`src/rtl/dmem_pkg.sv`:
```
// Shared constants and address-region decode for the data-memory responder.
package dmem_pkg;

    localparam logic [11:0] OFF_GPIO   = 12'h000;
    localparam logic [11:0] OFF_CYCLE  = 12'h004;
    localparam logic [11:0] OFF_TCMP   = 12'h008;
    localparam logic [11:0] OFF_STATUS = 12'h00C;

    localparam logic [31:0] MMIO_BASE_DFLT = 32'h0000_1000;

    localparam logic [7:0]  GPIO_RST = 8'h00;
    localparam logic [31:0] TCMP_RST = 32'hFFFF_FFFF;

    typedef enum logic [1:0] {
        REG_RAM,
        REG_MMIO,
        REG_NONE
    } region_e;

    // RAM takes priority so a large RAM overlapping the MMIO page still behaves as RAM.
    function automatic region_e decode_region(input logic [31:0] addr,
                                              input logic [31:0] ram_bytes,
                                              input logic [19:0] page);
        if (addr < ram_bytes) begin
            return REG_RAM;
        end else if (addr[31:12] == page) begin
            return REG_MMIO;
        end
        return REG_NONE;
    endfunction

endpackage

```
`src/rtl/mmio_timer.sv`:
```
// Free-running cycle counter plus optional compare/flag timer.
// Compare and flag logic exist only when DMEM_TIMER_EN is defined.
module mmio_timer
    import dmem_pkg::*;
(
    input  logic        clk_i,
    input  logic        rst_ni,
    input  logic        cmp_we_i,
    input  logic        st_we_i,
    input  logic [31:0] wdata_i,
    output logic [31:0] cycle_o,
    output logic [31:0] cmp_o,
    output logic        flag_o
);

    logic [31:0] cycle_q, cycle_d;

    assign cycle_d = cycle_q + 32'd1;

    always_ff @(posedge clk_i or negedge rst_ni) begin
        if (!rst_ni) begin
            cycle_q <= '0;
        end else begin
            cycle_q <= cycle_d;
        end
    end

    assign cycle_o = cycle_q;

`ifdef DMEM_TIMER_EN
    logic [31:0] cmp_q, cmp_d;
    logic        flag_q, flag_d;

    // Match uses the pre-write compare value; a match overrides a same-edge W1C.
    always_comb begin
        cmp_d  = cmp_q;
        flag_d = flag_q;
        if (cmp_we_i) begin
            cmp_d = wdata_i;
        end
        if (st_we_i && wdata_i[0]) begin
            flag_d = 1'b0;
        end
        if (cycle_q == cmp_q) begin
            flag_d = 1'b1;
        end
    end

    always_ff @(posedge clk_i or negedge rst_ni) begin
        if (!rst_ni) begin
            cmp_q  <= TCMP_RST;
            flag_q <= 1'b0;
        end else begin
            cmp_q  <= cmp_d;
            flag_q <= flag_d;
        end
    end

    assign cmp_o  = cmp_q;
    assign flag_o = flag_q;
`else
    logic unused_timer_in;
    assign unused_timer_in = ^{cmp_we_i, st_we_i, wdata_i};
    assign cmp_o  = '0;
    assign flag_o = 1'b0;
`endif

endmodule

```
`src/rtl/data_mem_responder.sv`:
```
// Data-memory responder: word RAM, GPIO register and timer MMIO page with combinational reads.
// Build with DMEM_TIMER_EN defined to enable TIMER_CMP, STATUS and timer_irq.
module data_mem_responder
    import dmem_pkg::*;
#(
    parameter int          DEPTH_WORDS = 64,
    parameter logic [31:0] MMIO_BASE   = MMIO_BASE_DFLT
) (
    input  logic        clk,
    input  logic        reset,
    input  logic        mem_write,
    input  logic [31:0] alu_result,
    input  logic [31:0] write_data,
    output logic [31:0] read_data,
    output logic [7:0]  gpio_out,
    output logic        timer_irq
);

    localparam int          AW        = $clog2(DEPTH_WORDS);
    localparam logic [31:0] RAM_BYTES = 32'(4 * DEPTH_WORDS);
    localparam logic [9:0]  W_GPIO    = OFF_GPIO[11:2];
    localparam logic [9:0]  W_CYCLE   = OFF_CYCLE[11:2];
    localparam logic [9:0]  W_TCMP    = OFF_TCMP[11:2];
    localparam logic [9:0]  W_STATUS  = OFF_STATUS[11:2];

    region_e     region;
    logic [AW-1:0] word_idx;
    logic [9:0]  off_word;
    logic        ram_we, gpio_we, cmp_we, st_we;
    logic [7:0]  gpio_q, gpio_d;
    logic [31:0] cycle, cmp;
    logic        flag;
    logic [31:0] mem_q [DEPTH_WORDS];
    logic        unused_addr_lsb;

    assign region   = decode_region(alu_result, RAM_BYTES, MMIO_BASE[31:12]);
    assign word_idx = alu_result[AW+1:2];
    assign off_word = alu_result[11:2];
    assign unused_addr_lsb = ^alu_result[1:0];

    assign ram_we  = mem_write && (region == REG_RAM);
    assign gpio_we = mem_write && (region == REG_MMIO) && (off_word == W_GPIO);
    assign cmp_we  = mem_write && (region == REG_MMIO) && (off_word == W_TCMP);
    assign st_we   = mem_write && (region == REG_MMIO) && (off_word == W_STATUS);

    always_ff @(posedge clk) begin
        if (ram_we) begin
            mem_q[word_idx] <= write_data;
        end
    end

    assign gpio_d = gpio_we ? write_data[7:0] : gpio_q;

    always_ff @(posedge clk or negedge reset) begin
        if (!reset) begin
            gpio_q <= GPIO_RST;
        end else begin
            gpio_q <= gpio_d;
        end
    end

    mmio_timer u_timer (
        .clk_i    (clk),
        .rst_ni   (reset),
        .cmp_we_i (cmp_we),
        .st_we_i  (st_we),
        .wdata_i  (write_data),
        .cycle_o  (cycle),
        .cmp_o    (cmp),
        .flag_o   (flag)
    );

    always_comb begin
        read_data = '0;
        case (region)
            REG_RAM: read_data = mem_q[word_idx];
            REG_MMIO: begin
                case (off_word)
                    W_GPIO:   read_data = {24'b0, gpio_q};
                    W_CYCLE:  read_data = cycle;
                    W_TCMP:   read_data = cmp;
                    W_STATUS: read_data = {31'b0, flag};
                    default:  read_data = '0;
                endcase
            end
            default: read_data = '0;
        endcase
    end

    assign gpio_out  = gpio_q;
    assign timer_irq = flag;

endmodule

```
`config.mk`:
```
export PLATFORM = sky130hd
export DESIGN_NAME = data_mem_responder
export DESIGN_NICKNAME = d
export VERILOG_FILES = /design/src/rtl/dmem_pkg.sv /design/src/rtl/mmio_timer.sv /design/src/rtl/data_mem_responder.sv
export SDC_FILE = /design/constraint.sdc
export NUM_CORES = 2
export LEC_CHECK = 0
export BUFFER_PORTS_ARGS = -buffer_cell sky130_fd_sc_hd__buf_2
export CORE_UTILIZATION = 40
export CTS_BUF_LIST = sky130_fd_sc_hd__clkbuf_4 sky130_fd_sc_hd__clkbuf_8
export DETAILED_ROUTE_END_ITERATION = 6
export PLACE_DENSITY = 0.63
export SLEW_MARGIN = 10
export SYNTH_ARGS = -nofsm -noshare
export SYNTH_HDL_FRONTEND = slang
export SYNTH_SLANG_ARGS = --single-unit
```
`constraint.sdc`:
```
create_clock -name clk -period 1.8 [get_ports clk]
set_input_delay 0.09 -clock clk [delete_from_list [all_inputs] [get_ports clk]]
set_output_delay 0.09 -clock clk [all_outputs]
set_load 0.02 [all_outputs]
```
==> key figures <==
Status
  – Status: complete, but fails checks
  – Failing checks: DRC, setup timing

Finish
  – NumNets Final: 4,772
  – Layout cells sized above 1: 41.9%
  – Most common cell after layout, fill and taps aside: edfxtp_1
  – Fin area: 101,000 um^2
  – Commonest non-fill, non-tap cells in the layout: edfxtp_1, buf_4, mux4_2
  – P&R area growth vs syn: 24.8%

GRT
  – Wire length of the first global-routing pass: 330,000 um
  – Initial antenna violation count: 9
  – GRT Overall Usage: 23.1%
  – GR Overflow Total: 0
  – Vias in the first global route: 43,500
  – Pin count of the biggest net entering global routing: 66

Power and ir drop
  – Pwr/cell area: 993 nW/um^2
  – Pleak: 33.5 nW
  – Peak VDD IR: 0.000654 V

Logic synthesis
  – Most used DFF post-synth: edfxtp_1
  – EDFF count, synth: 2,048
  – Synth Area in Compound Gates: 2.62%
  – Cell variety after synth: 58
  – Yosys warns: 0
  – Post-Synth XOR/XNOR Area: 0.326%
  – Mapped Cells: 3,674
  – Most area-hungry cell type in the Yosys netlist: edfxtp_1
  – Top cell type's share of synthesized area: 76.3%
  – Synth Area per Inst: 22.0 um^2
  – Sequential share of the synthesized area: 77.5%
  – Fraction of the mapped netlist area in adder cells: 0.0155%
  – Synth area leaders: edfxtp_1, mux4_2, mux2i_1
  – Synthesized cell area: 80,700 um^2
  – Post-Synth Simple-Gate Area: 1.71%
  – Synthesis-stage register bit count: 2,088
  – Mapped Nets: 3,742
  – Main combinational cell family by area after synthesis: multiplexers
  – Mux share of post-synthesis cell area: 16.2%
  – FFs w/ async S/R, synth: 1.92%

Timing
  – Final setup viols: 32
  – Min Tclk post-route: 3210 ps
  – Final Worst Setup Slack: -1410 ps
  – RSZ-0062 raised after global routing: true
  – Hold Slack: 44.2 ps
  – Highest clock rate: 311 MHz
  – Clock skew after layout: 36.5 ps
  – Actual slew at the worst max-slew pin: 1150 ps
  – Period utilization: 178%
  – Relative slew slack: 23.2%
  – Fin Setup TNS: -38,810 ps
  – Final hold violations: 0
  – Max-slew violations: 0

Placement
  – IO buf count: 104
  – GPL Wtd Cong: 0.957
  – Post-DP HPWL: 152,000 um
  – Area after DPL: 92,000 um^2

Clock tree
  – Clk sinks: 2,088
  – Clock slew at reported path FFs: 60 ps
  – CTS Root Cell: clkbuf_8
  – Later-pin clock latency in the skew report: 1050 ps
  – Clock tree buffer depth: 4
  – CTS buffer count: 348
  – Htree depth: 5
  – CTS tree: built

Worst setup path
  – Crit. End Element: output pin
  – Req. time, crit path: 1710 ps
  – Worst EP arrival: 3120 ps
  – Critical path class: reg -> out
  – Crit Path Max Fanout: 1
  – CP Launch Type: flop

Drt
  – Drt first pass iters: 7
  – Via/cell ratio: 5.69
  – Wire per inst: 30.9 um
  – Drt total wl: 235,000 um
  – Vias: 43,200
  – Starting DRC count in detailed routing: 4,775
  – DRC viols: 10
  – Detail Route Antenna Nets: 0

Floorplanning
  – Die Width: 451 um
  – Die Y: 451 um
  – Initial core utilization: 40.3%
  – Floorplan row count: 164
  – Core area: 200,000 um^2
  – Total Die Area: 203,000 um^2
  – I/O Pins: 108

Job
  – Maximum Capacitance Violations: 0

Min path
  – Worst Hold Class: in -> reg
metrics by stage:
step / worst slack [ps] / total power, mW / std cells / utilization [%]
after floorplan: -1040 / 56.8 / 3674 / -
after global placement: -1340 / 60.2 / 6973 / 46.0
after detailed placement: -1300 / 60.3 / 6973 / 46.0
after CTS: -1510 / 100 / 7591 / 50.1
after global routing: -1540 / 103 / 7592 / 50.3
final: -1410 / 99.9 / 7598 / 50.3
sequential cells by signal (all words and copies together) (netlist names):
signal and count:
gpio_out 8, mem_q 2048, u_timer.cycle_o 32
cells by family (layout without fill, tap and decap cells):
logic type,Yosys count,count (layout)
flops,2088,2088
mux,772,772
compound gates,290,290
simple gates,290,290
buf+inv,202,1463
xor+xnor,30,30
fa+ha+maj,1,1
other cells,1,8
area by class of cell:
| type | instances | area (um^2) |
|---|---|---|
| diodes | 7 | 17.5 |
| clock inverters | 123 | 847 |
| inverters | 4 | 15.0 |
| repair buffers | 878 | 9310 |
| fillers | 15800 | 99400 |
| well taps | 2656 | 3320 |
| flip-flops and latches | 2088 | 62500 |
| clock buffers | 458 | 5640 |
| multi-input cells | 1384 | 19000 |
final timing paths:
kind	cells past startpoint	end	slack (ps)	from
max	7	read_data[27]	-1410	mem_q[63][27]
min	3	mem_q[17][23]	40	write_data[23]
max reg2reg	8	u_timer.cycle_o[16]	60	u_timer.cycle_o[1]
min reg2reg	1	u_timer.cycle_o[1]	520	u_timer.cycle_o[0]
max in group asynchronous	4	gpio_out[7]	1430	reset
min in group asynchronous	4	u_timer.cycle_o[12]	160	reset
report_power, final:
| part | switching, mW | internal, mW |
|---|---|---|
| registers | 0.0000000198 | 53.4 |
| clock network | 18.3 | 22.0 |
| logic | 3.74 | 2.57 |
| total | 22.0 | 77.9 |
critical path, cell delays in order (launching register included):
cell and delay (ps):
edfxtp_1 360, mux4_2 530, a22o_1 250, o21ai_2 140, o2111ai_1 150, buf_4 200, a32o_2 290, buf_4 170
per-layer routing:
layer  global-route usage, %  part of all wire (%)  up-vias
li1                        -                     -    17700
met1                    31.7                    40    23000
met2                    35.5                    46     2173
met3                    4.91                   9.5      408
met4                    9.94                   4.4        4
met5                       0                 0.011        -
cells in the mapped netlist, drive strengths merged, types with 4 or more instances:
| library cell | count |
|---|---|
| a211oi | 6 |
| a21oi | 17 |
| a221o | 4 |
| a221oi | 15 |
| a22o | 15 |
| a22oi | 76 |
| a32o | 17 |
| and2 | 4 |
| and3 | 6 |
| and4 | 7 |
| buf | 146 |
| clkbuf | 52 |
| dfrtp | 40 |
| edfxtp | 2048 |
| inv | 4 |
| mux2 | 15 |
| mux2i | 330 |
| mux4 | 427 |
| nand2 | 78 |
| nand2b | 8 |
| nand3 | 28 |
| nand4 | 14 |
| nor2 | 107 |
| nor2b | 7 |
| nor3 | 13 |
| nor4 | 6 |
| o2111ai | 5 |
| o21ai | 31 |
| o22ai | 67 |
| o311ai | 19 |
| or2 | 4 |
| xnor2 | 24 |
| xor2 | 6 |
repair_timing:
action,in CTS,in global routing
endpoints found under the setup margin,35,492
endpoints found under the hold margin,2316,0
resized for setup,301,66
buffers inserted,0,4
hold buffers,45,0
pin swaps,75,36
Power figures use the tool's default switching activity.
